--- src/rtl/image_downscale_stream.sv ---
// Streaming integer-factor image decimator with valid/ready on both sides.
// Optional macro BOX_AVG_EN: average each DEC_HOR-pixel group instead of picking its first pixel.
module image_downscale_stream #(
  parameter int ROWS    = 484,
  parameter int COLS    = 494,
  parameter int DEC_VER = 2,
  parameter int DEC_HOR = 2,
  parameter int DW      = 8
) (
  input  logic          clk,
  input  logic          rst,
  input  logic          s_valid,
  output logic          s_ready,
  input  logic [DW-1:0] s_data,
  output logic          m_valid,
  input  logic          m_ready,
  output logic [DW-1:0] m_data,
  output logic          m_eol,
  output logic          m_eof,
  output logic          frame_done
);

  localparam int OUT_ROWS = ROWS / DEC_VER;
  localparam int OUT_COLS = COLS / DEC_HOR;
  localparam int RW  = $clog2(ROWS + 1);
  localparam int CW  = $clog2(COLS + 1);
  localparam int PRW = $clog2(DEC_VER + 1);
  localparam int PCW = $clog2(DEC_HOR + 1);

  localparam logic [RW-1:0]  ROW_LAST = RW'(ROWS - 1);
  localparam logic [RW-1:0]  ROW_LIM  = RW'(OUT_ROWS * DEC_VER);
  localparam logic [RW-1:0]  ROW_EOF  = RW'((OUT_ROWS - 1) * DEC_VER);
  localparam logic [CW-1:0]  COL_LAST = CW'(COLS - 1);
  localparam logic [CW-1:0]  COL_LIM  = CW'(OUT_COLS * DEC_HOR);
  localparam logic [PRW-1:0] PR_LAST  = PRW'(DEC_VER - 1);
  localparam logic [PCW-1:0] PC_LAST  = PCW'(DEC_HOR - 1);

`ifdef BOX_AVG_EN
  // The averaged pixel is emitted on the last column of its group.
  localparam logic [PCW-1:0] PC_PICK = PC_LAST;
  localparam logic [CW-1:0]  COL_EOL = CW'(OUT_COLS * DEC_HOR - 1);
`else
  localparam logic [PCW-1:0] PC_PICK = '0;
  localparam logic [CW-1:0]  COL_EOL = CW'((OUT_COLS - 1) * DEC_HOR);
`endif

  logic [RW-1:0]  row_reg;
  logic [CW-1:0]  col_reg;
  logic [PRW-1:0] ph_r_reg;
  logic [PCW-1:0] ph_c_reg;
  logic           accept;
  logic           last_col;
  logic           last_row;
  logic           keep;
  logic [DW-1:0]  pix_next;

  assign s_ready  = !m_valid || m_ready;
  assign accept   = s_valid && s_ready;
  assign last_col = (col_reg == COL_LAST);
  assign last_row = (row_reg == ROW_LAST);
  assign keep     = (ph_r_reg == '0) && (ph_c_reg == PC_PICK) &&
                    (row_reg < ROW_LIM) && (col_reg < COL_LIM);

  always_ff @(posedge clk) begin
    if (rst) begin
      row_reg  <= '0;
      col_reg  <= '0;
      ph_r_reg <= '0;
      ph_c_reg <= '0;
    end else if (accept) begin
      if (last_col) begin
        col_reg  <= '0;
        ph_c_reg <= '0;
        if (last_row) begin
          row_reg  <= '0;
          ph_r_reg <= '0;
        end else begin
          row_reg  <= row_reg + 1'b1;
          ph_r_reg <= (ph_r_reg == PR_LAST) ? '0 : ph_r_reg + 1'b1;
        end
      end else begin
        col_reg  <= col_reg + 1'b1;
        ph_c_reg <= (ph_c_reg == PC_LAST) ? '0 : ph_c_reg + 1'b1;
      end
    end
  end

`ifdef BOX_AVG_EN
  localparam int AW = DW + $clog2(DEC_HOR) + 1;
  logic [AW-1:0] acc_reg;
  logic [AW-1:0] sum;

  // The first pixel of a group restarts the sum instead of adding to stale data.
  assign sum      = ((ph_c_reg == '0) ? '0 : acc_reg) + AW'(s_data);
  assign pix_next = DW'(sum / AW'(DEC_HOR));

  always_ff @(posedge clk) begin
    if (rst) begin
      acc_reg <= '0;
    end else if (accept) begin
      acc_reg <= sum;
    end
  end
`else
  assign pix_next = s_data;
`endif

  always_ff @(posedge clk) begin
    if (rst) begin
      m_valid    <= 1'b0;
      m_data     <= '0;
      m_eol      <= 1'b0;
      m_eof      <= 1'b0;
      frame_done <= 1'b0;
    end else begin
      frame_done <= accept && last_col && last_row;
      if (accept && keep) begin
        m_valid <= 1'b1;
        m_data  <= pix_next;
        m_eol   <= (col_reg == COL_EOL);
        m_eof   <= (col_reg == COL_EOL) && (row_reg == ROW_EOF);
      end else if (m_ready) begin
        m_valid <= 1'b0;
      end
    end
  end

endmodule

--- config.mk ---
export PLATFORM = sky130hd
export DESIGN_NAME = image_downscale_stream
export DESIGN_NICKNAME = d
export VERILOG_FILES = /design/src/rtl/image_downscale_stream.sv
export SDC_FILE = /design/constraint.sdc
export NUM_CORES = 1
export LEC_CHECK = 0
export CAP_MARGIN = 20
export CORE_UTILIZATION = 55
export DETAILED_ROUTE_END_ITERATION = 16
export HOLD_SLACK_MARGIN = 0.06
export PLACE_DENSITY = 0.81
export SLEW_MARGIN = 15
export SYNTH_ARGS = -nofsm -noshare
export SYNTH_HDL_FRONTEND = slang
export SYNTH_SLANG_ARGS = --single-unit
--- constraint.sdc ---
create_clock -name clk -period 5.7 [get_ports clk]
set_clock_uncertainty 0.15 [all_clocks]
set_input_delay 1.14 -clock clk [delete_from_list [all_inputs] [get_ports clk]]
set_output_delay 1.14 -clock clk [all_outputs]
set_load 0.005 [all_outputs]
======== Yosys cells after proc, flatten, opt, wreduce, memory -nomap -nowiden ========
Cells that the tools add are included.
cells by class
  add/subtract/negate cells ............... 4
  order comparisons ....................... 2
  eq/ne operators ......................... 6
  muxes and demuxes ....................... 8
  reductions and logical operators ........ 14
operators with widths
  kind                 number
  $eq 9x9->1 const B   4
  $add 9x1->9 const B  2
  $lt 9x9->1 const B   2
  $mux 9               2
  $logic_and 1x1->1    8
  $mux 2               4
  $add 2x1->2 const B  2
  $eq 2x1->1 const B   2
  $logic_not 2->1      2
  $mux 1               2
  $reduce_and 2->1     1
  $reduce_bool 2->1    1
  $logic_not 1->1      1
  $logic_or 1x1->1     1
storage, ports and cells
  register bits ........................... 34
  input bits .............................. 12
  output and inout bits ................... 13
  logic and storage cells ................. 43

======== Logic depth before layout (Yosys ltp) ========
  depth in word-level cells ............... 6
  depth in mapped cells ................... 7
  depth with buffers taken out ............ 7

======== Least setup slack after synthesis ========
No wires, ideal clock.
  path type ............................... input to output
  start ................................... input port m_ready
  end ..................................... output port s_ready
  data arrival time ....................... 1.560 ns
  data required time ...................... 4.410 ns
  path slack .............................. 2.850 ns
  stages on the path ...................... 2
  buffers on the path ..................... 0
  cells stage by stage .................... nor2b_1 inv_1
between the ends
  cells in the longest elaborated chain, start to end .. 1
ends and longest elaborated chain
  item              RTL line  text
  start, declared   16        input logic m_ready,
  $logic_or 1x1->1  57        assign s_ready = !m_valid || m_ready;
  end, declared     13        output logic s_ready,
No other way between the ends.

======== Worst setup path in the final report ========
Ends and elaborated chain as after synthesis.

==> results.json <==
{
  "synth-seq-area-share": 0.429,
  "dieWidth_um": 55.7,
  "tritoncts": "done",
  "start_util": 0.580,
  "first_global_vias": 1300,
  "ys_top_cells_by_area": "dfxtp_1 43%, nor2_1 6.6%, mux2i_1 5.1%",
  "grt_remaining_overflow": 0,
  "seq_area_sq_um": 681,
  "clock_power_share": 0.349,
  "drt_iter0_drc": 59,
  "power.share.switching": 0.231,
  "cap_violations": 0,
  "report.final.setup_viol": 0,
  "via_per_instance_ratio": 5.75,
  "grt_pass1_wl_um": 5590,
  "critPathMaxFanout": 5,
  "timing.slew.headroom": 0.395,
  "power.density_cell_area_nw_per_um2": 243,
  "postCtsSetupRepairBufs": 0,
  "cts_buffers": 5,
  "postSynthNetCount": 195,
  "cts_resized": 0,
  "portbufs": 24,
  "drc": 0,
  "worst_pin_slew_ns": 0.901,
  "vdd_drop_max_uv": 249,
  "multiInputGateArea_sq_um": 848,
  "globalplace.congestion": 0.845,
  "routed_wl_um": 3250,
  "grt_setup_unrepaired": "no",
  "rows": 19,
  "cell_type_contributing_the_most_total_cell_area_after_synthesis": "dfxtp_1",
  "reg2reg_depth": 4,
  "ant_nets": 0,
  "route.detailed.wl_per_inst_um": 13.9,
  "post-route-min-period_ns": 3.81,
  "groute.usage.overall": 0.233,
  "ys_async_sr_fraction": 0,
  "setup_cp_type": "in -> out",
  "fmaxAchievable_ghz": 0.262,
  "dr_total_vias": 1345,
  "arrival_time_at_the_worst_endpoint_ns": 2.52,
  "io_pins": 25,
  "synthDominantCellAreaShare": 0.429,
  "timing.critical_path.from_type": "primary input",
  "drive_gt1_frac": 0.0591,
  "nNetsFinal": 219,
  "run_status": "finished clean",
  "synth.avg_cell_area_sq_um": 8.91,
  "final_util": 0.698,
  "sequentialPowerShare": 0.539,
  "worstHoldPathCells": 1,
  "netlist_instances": 178,
  "slew_viol_final": 0,
  "root_buffer": "clkbuf_4",
  "combPwrFrac": 0.112,
  "die_area_sq_um": 3100,
  "dieHeight_um": 55.7,
  "hold_path_class": "reg -> reg",
  "post_cts_hold_buffer_count": 0,
  "synth.ff_latch_count": 34,
  "commonest_non_fill_non_tap_cells_in_the_layout": "34 x dfxtp_1, 28 x nor2_1, 24 x clkdlybuf4s50_1",
  "mostFrequentLayoutCell": "dfxtp_1",
  "fill_cells": 227,
  "clk_transition_reported_paths_ns": 0.11,
  "switching_power_mw": 0.107,
  "grt_max_degree": 18,
  "timing.hold.ws_ns": 0.301,
  "intPower_mw": 0.357,
  "synth_top_flop_cell": "dfxtp_1",
  "htree_depth": 2,
  "core_region_area_sq_um": 2730,
  "dr.pass1.iters": 4,
  "leakagePower_nw": 0.691,
  "ctsLongestPathBuffers": 2,
  "synth.lib_cells_used.distinct": 39,
  "layout-area-overhead-vs-synth_pct": 20.4,
  "final.setup.tns_ns": 0,
  "critPathRequiredTime_ns": 4.41,
  "setup.worst_path.end_class": "primary output",
  "ys.warnings.count": 0,
  "grt_antenna_before_repair": 0,
  "antenna_cells": 0,
  "timing_hold_violations_final": 0,
  "synth_enable_flop_cells": 0,
  "mappedNetlistArea_sq_um": 1590,
  "numClockSinks": 34,
  "clock_insertion_delay_worst_skew_ns": 0.34,
  "detailedPlacementHpwl_um": 2350,
  "layout_worst_path_cycle_share": 0.669
}
==> logic make-up (layout without fill, tap and decap cells) <==
logic type                 Yosys count  after routing  share of synthesized area
adders and majority gates            5              5                     0.0395
muxes                                8              8                     0.0505
buffers and inverters               13             38                     0.0355
xor gates and xnor gates            10             10                     0.0552
DFF                                 34             34                      0.429
AOI/OAI and AO/OA                   24             24                     0.0916
and+or+nand+nor                     84             84                      0.298
==> cell type report <==
| type | instances | share of cell area |
|---|---|---|
| multi-input cells | 131 | 0.444 |
| flip-flops and latches | 34 | 0.356 |
| well taps | 31 | 0.0203 |
| inverters | 6 | 0.0118 |
| repair buffers | 24 | 0.126 |
| clock buffers | 8 | 0.0413 |
==> power by group through the flow <==
stage          Sequential (mW)  Combinational (mW)  Clock, mW
3_3_place_gp             0.256              0.0511          0
6_report                 0.251              0.0521      0.162
3_5_place_dp             0.256              0.0521          0
4_1_cts                  0.251              0.0525      0.166
5_1_grt                  0.252              0.0574      0.179
2_1_floorplan            0.256              0.0299          0
==> metal layers <==
metal  wire length (um)  GRT usage
met1               1460      0.270
met2               1560      0.387
met4                 54      0.111
met3                170     0.0767
met5                  0          0
==> critical path: stages <==
cell	delay, ns
clkdlybuf4s50_1	0.39
nor2b_1	0.35
inv_1	0.16
clkdlybuf4s50_1	0.48
==> synth_stat cells, drive strengths merged (3+ instances only) <==
master  count
dfxtp      34
nor2       28
nand2      14
mux2i       8
o21ai       8
nand4       7
clkbuf      6
inv         6
nand3       6
a21oi       5
ha          5
xnor2       5
xor2        5
nor2b       4
nor3        4
nor4        4
o31ai       4
a31oi       3
and3        3
==> final timing paths <==
path                            start                       end  slack, ns
max                           m_ready                   s_ready       1.89
min          ph_r_reg[1]$_SDFFE_PP0P_  ph_r_reg[1]$_SDFFE_PP0P_       0.30
max reg2reg  ph_r_reg[0]$_SDFFE_PP0P_    m_data[5]$_SDFFE_PP0P_       3.37
min reg2reg  ph_r_reg[1]$_SDFFE_PP0P_  ph_r_reg[1]$_SDFFE_PP0P_       0.30
==> through the flow <==
step | setup WS [ns] | cells | cell area, sq um | power (mW)
6_report | 1.89 | 234 | 1910 | 0.465
5_1_grt | 1.81 | 234 | 1910 | 0.488
4_1_cts | 1.89 | 234 | 1910 | 0.469
3_5_place_dp | 1.90 | 226 | 1830 | 0.308
3_3_place_gp | 1.89 | 226 | 1830 | 0.307
2_1_floorplan | 2.85 | 178 | 1590 | 0.286
(Power assumes the default switching activity.)
